--- src/rtl/ex_mem_reg.sv ---
// EX/MEM pipeline register with a data-bus wait controller.
// Holds the execute result and the bus response stable for the memory stage until the access retires.

package ex_mem_pkg;
   typedef struct packed {
      logic        valid;
      logic        memread;
      logic        memwrite;
      logic        memtoreg;
      logic [4:0]  rd;
      logic [63:0] aluout;
      logic [63:0] writedata;
   } execute_data_t;

   typedef struct packed {
      logic        addr_ok;
      logic        data_ok;
      logic [63:0] data;
   } dbus_resp_t;
endpackage

// state  | meaning
// S_IDLE | no access pending; register loads when not stalled
// S_WAIT | bus access outstanding; entry held, upstream stalled
// S_DONE | response captured; held until downstream accepts
module ex_mem_reg
   import ex_mem_pkg::*;
#(
   parameter int TIMEOUT_CYCLES = 1024,
   parameter int CNT_W          = 11
) (
   input  logic          clk,
   input  logic          reset,
   input  execute_data_t dataE_in,
   input  logic          stall,
   input  logic          flush,
   input  dbus_resp_t    dresp,
   output execute_data_t dataE,
   output dbus_resp_t    dresp_m,
   output logic          mem_busy,
   output logic          timeout_err
);

   typedef enum logic [1:0] {S_IDLE, S_WAIT, S_DONE} state_t;

   localparam logic [CNT_W-1:0] TC_LAST =
      CNT_W'((TIMEOUT_CYCLES == 0) ? 0 : TIMEOUT_CYCLES - 1);

   state_t           state_q, state_d;
   logic             load, squash, capture;
   logic             pending_flush_q;
   logic [63:0]      hold_q;
   logic [CNT_W-1:0] cnt_q;
   logic             waiting;
   logic             unused_addr_ok;

   // addr_ok carries no meaning here: completion is data_ok alone
   assign unused_addr_ok = dresp.addr_ok;

   function automatic logic is_mem(input execute_data_t d);
      return d.valid & (d.memread | d.memwrite | d.memtoreg);
   endfunction

   always_ff @(posedge clk or posedge reset) begin
      if (reset) state_q <= S_IDLE;
      else       state_q <= state_d;
   end

   always_comb begin
      state_d = state_q;
      load    = 1'b0;
      squash  = 1'b0;
      capture = 1'b0;
      case (state_q)
         S_IDLE: begin
            if (flush) begin
               squash = 1'b1;
            end else if (!stall) begin
               load    = 1'b1;
               state_d = is_mem(dataE_in) ? S_WAIT : S_IDLE;
            end
         end
         S_WAIT: begin
            // the transaction must complete even if flushed; its data is dropped
            if (dresp.data_ok) begin
               if (pending_flush_q || flush) begin
                  squash  = 1'b1;
                  state_d = S_IDLE;
               end else begin
                  capture = 1'b1;
                  state_d = S_DONE;
               end
            end
         end
         S_DONE: begin
            if (flush) begin
               squash  = 1'b1;
               state_d = S_IDLE;
            end else if (!stall) begin
               load    = 1'b1;
               state_d = is_mem(dataE_in) ? S_WAIT : S_IDLE;
            end
         end
         default: state_d = S_IDLE;
      endcase
   end

   always_ff @(posedge clk or posedge reset) begin
      if (reset)       dataE       <= '0;
      else if (squash) dataE.valid <= 1'b0;
      else if (load)   dataE       <= dataE_in;
   end

   always_ff @(posedge clk or posedge reset) begin
      if (reset)        hold_q <= '0;
      else if (capture) hold_q <= dresp.data;
   end

   always_ff @(posedge clk or posedge reset) begin
      if (reset) pending_flush_q <= 1'b0;
      else       pending_flush_q <= (state_q == S_WAIT) && !dresp.data_ok
                                    && (pending_flush_q || flush);
   end

   assign waiting = (state_q == S_WAIT) && !dresp.data_ok;

   always_ff @(posedge clk or posedge reset) begin
      if (reset)               cnt_q <= '0;
      else if (!waiting)       cnt_q <= '0;
      else if (cnt_q != '1)    cnt_q <= cnt_q + 1'b1;
   end

   always_ff @(posedge clk or posedge reset) begin
      if (reset)
         timeout_err <= 1'b0;
      else if ((TIMEOUT_CYCLES != 0) && waiting && (cnt_q == TC_LAST))
         timeout_err <= 1'b1;
   end

   assign mem_busy = (state_q == S_WAIT);

   always_comb begin
      dresp_m = '0;
      if (state_q == S_DONE) begin
         dresp_m.addr_ok = 1'b1;
         dresp_m.data_ok = 1'b1;
         dresp_m.data    = hold_q;
      end
   end

endmodule
--- config.mk ---
export PLATFORM = sky130hd
export DESIGN_NAME = ex_mem_reg
export DESIGN_NICKNAME = d
export VERILOG_FILES = /design/src/rtl/ex_mem_reg.sv
export SDC_FILE = /design/constraint.sdc
export NUM_CORES = 1
export LEC_CHECK = 0
export CORE_ASPECT_RATIO = 0.7
export CORE_MARGIN = 5
export CORE_UTILIZATION = 30
export CTS_CLUSTER_SIZE = 16
export DETAILED_ROUTE_END_ITERATION = 10
export SLEW_MARGIN = 30
export SYNTH_ARGS = -nofsm -noshare
export SYNTH_HDL_FRONTEND = slang
export SYNTH_SLANG_ARGS = --single-unit
--- constraint.sdc ---
create_clock -name clk -period 8 [get_ports clk]
set_clock_uncertainty 0.05 [all_clocks]
set_input_delay 0.8 -clock clk [delete_from_list [all_inputs] [get_ports clk]]
set_output_delay 0.8 -clock clk [all_outputs]
set_load 0.01 [all_outputs]
==> flow_summary.toml <==
[sta]
relSlewSlack = 0.408
hold_viol = 0
period_share = 0.406
grt_setup_unrepaired = "false"
setup_viol = 0
setup-tns-final_ns = 0
post-route-min-period_ns = 3.25
tightest_slew_ns = 0.888
slew_violations = 0
fmax_ghz = 0.308

[clock_network]
cts_resized = 0
ctsHoldBuffers = 0
cts_buffer_depth = 3
cts_buffers = 24
cts_sinks = 216
htree_levels = 1
cts.clk_slew.worst_paths_ns = 0.06
tritoncts = "built"
post_cts_buffers = 0
clkLatencyLatePin_ns = 0.52
cts_root_buf = "clkbuf_16"

[synthesis]
synth_top_family_by_area = "multiplexers"
synthSimpleGateAreaFrac = 0.0678
avgSynthCellArea_sq_um = 15.1
synthAdderAreaFrac = 0.00145
yosys_warnings = 0
synth_compound_area_frac = 0.0145
synth_ff_type = "dfrtp_1"
yosysUniqueCellTypes = 34
synth_mux_area_frac = 0.263
synth.yosys.seq_area_share = 0.625
async_flop_share = 1.00
synthCells = 572
synth_fp_nets = 780
synth-xor-area-share = 0.00405
synth_edf_count = 0
ys_seq_elements = 216
syn_area_sq_um = 8640

[die]
fp.dieArea_sq_um = 32400
start_util = 0.302
rows = 52
die_h_microns = 152
core-area_sq_um = 28600
ios = 412
die_x_microns = 213

[setup_path]
required_ns = 7.15
critical_path.max_fanout = 67
arrival_ns = 2.40
end_kind = "output port"
path_class = "reg2out"
crit_path_start_kind = "register"
reg2reg_depth = 5

[finish]
drive_gt1_frac = 0.230
nets = 1191
fin_cells = 1381
area.growth.synth_to_final_pct = 61.0
multiInputGateArea_sq_um = 3040
mostFrequentLayoutCells = "clkdlybuf4s50_1, dfrtp_1, mux2_2, and2_1, clkbuf_16"
layout_commonest_cell = "clkdlybuf4s50_1"
regArea_sq_um = 5410
fillers = 2569

[global_routing]
grt_pass1_vias = 6438
antenna_found_initial = 2
grt_start_max_net_pins = 139
grt_overflow = 0
grtUsageTotal = 0.153
grt_pass1_wl_microns = 39200

[worst_hold_path]
hp-class = "reg2reg"
min_path_cells = 1

[place]
port_buffers = 410
dp_hpwl_microns = 18400
place_congestion = 0.735
dp.cells = 1335

[routing]
drtIter0Drc = 259
wl_met2_microns = 11600
vias = 6043
wl_met3_microns = 2600
wl_met1_microns = 10500
drcViolationCount = 0
wl_per_cell_microns = 18.5
top_layer_used = "met4"
dr.pass1.iters = 4
ant_nets = 0
vias_per_cell = 4.38
wl_microns = 25500

[power]
leakagePower_nw = 5.71
pwr-share-comb = 0.234
swShare = 0.248
worst_ir_drop_vdd_uv = 142
p_int_w = 0.00254
p_switching_w = 0.000837
pwr-share-clk = 0.337
sequentialPowerShare = 0.429
p_per_area_nw_per_um2 = 243

[run_status]
status = "complete, no violations"

[run]
drv_cap = 0
==> final timing paths <==
path                             startpoint     endpoint  slack, ns
worst min-delay path            timeout_err  timeout_err       0.41
worst max register to register   state_q[0]   hold_q[43]       5.74
min in group asynchronous             reset   dataE[117]       0.72
worst min register to register  timeout_err  timeout_err       0.41
worst max-delay path             state_q[0]  dresp_m[15]       4.75
max in group asynchronous             reset   hold_q[40]       5.92
==> sequential cells by signal (all words and copies together) (netlist names) <==
name / cells
state_q: 2
timeout_err: 1
dataE: 137
cnt_q: 11
hold_q: 64
pending_flush_q: 1
==> cells in the mapped netlist (2+ instances only) <==
| master | n | share of area |
|---|---|---|
| a21oi_1 | 5 | 0.0029 |
| a31oi_1 | 4 | 0.0029 |
| and2_1 | 64 | 0.046 |
| and3_1 | 4 | 0.0029 |
| buf_2 | 3 | 0.0017 |
| buf_4 | 16 | 0.014 |
| buf_6 | 3 | 0.0039 |
| clkbuf_1 | 8 | 0.0035 |
| dfrtp_1 | 216 | 0.63 |
| inv_1 | 2 | 0.00087 |
| mux2_1 | 19 | 0.025 |
| mux2_2 | 181 | 0.24 |
| mux2i_1 | 2 | 0.0023 |
| nand2_1 | 4 | 0.0017 |
| nand2b_1 | 3 | 0.0022 |
| nand3_1 | 3 | 0.0017 |
| nor2_1 | 10 | 0.0043 |
| nor2b_1 | 2 | 0.0014 |
| nor3_1 | 2 | 0.0012 |
| o21ai_0 | 4 | 0.0023 |
| o31ai_1 | 2 | 0.0017 |
| xor2_1 | 3 | 0.0030 |
==> worst max-delay path, cell delays in order, from the launching register on <==
cell             delay [ns]
dfrtp_1                0.44
nor2b_4                0.12
buf_4                  0.47
and2_1                 0.21
clkdlybuf4s50_1        0.60
==> logic make-up after synthesis <==
kind of cell / Yosys count
flops: 216
compound gates: 20
xor+xnor: 4
fa+ha+maj: 1
simple gates: 97
buf+inv: 32
mux: 202
==> power groups by stage <==
stage	registers, W	clock network [W]	logic [W]
4_1_cts	0.00145	0.00119	0.000811
5_1_grt	0.00148	0.00124	0.000854
6_report	0.00145	0.00114	0.000792
2_1_floorplan	0.00152	0	0.000278
3_5_place_dp	0.00147	0	0.000807
3_3_place_gp	0.00146	0	0.000800
==> metrics by stage <==
step | worst slack, ns | area, sq um | utilization | hold WS [ns] | power (W)
floorplan | 1.24 | 8640 | - | 0.393 | 0.00179
global route | 4.55 | 13900 | 0.486 | 0.432 | 0.00357
global placement | 5.01 | 13100 | 0.457 | 0.393 | 0.00226
finish | 4.75 | 13900 | 0.486 | 0.410 | 0.00338
detailed placement | 5.01 | 13100 | 0.457 | 0.398 | 0.00227
CTS | 4.64 | 13900 | 0.486 | 0.413 | 0.00345
==> metal layers <==
layer	up-vias	GRT usage
li1	2818	-
met5	-	0
met4	0	0.0478
met1	2944	0.195
met3	42	0.0664
met2	239	0.236
==> layout make-up <==
type | count | share of cell area
clock buffer | 32 | 0.0482
tap | 378 | 0.0340
inverter | 2 | 0.00108
multi-input combinational | 324 | 0.219
sequential | 216 | 0.388
timing repair buffer | 415 | 0.299
clock inverter | 11 | 0.0102
antenna | 3 | 0.000540
Power figures use the tool's default switching activity.
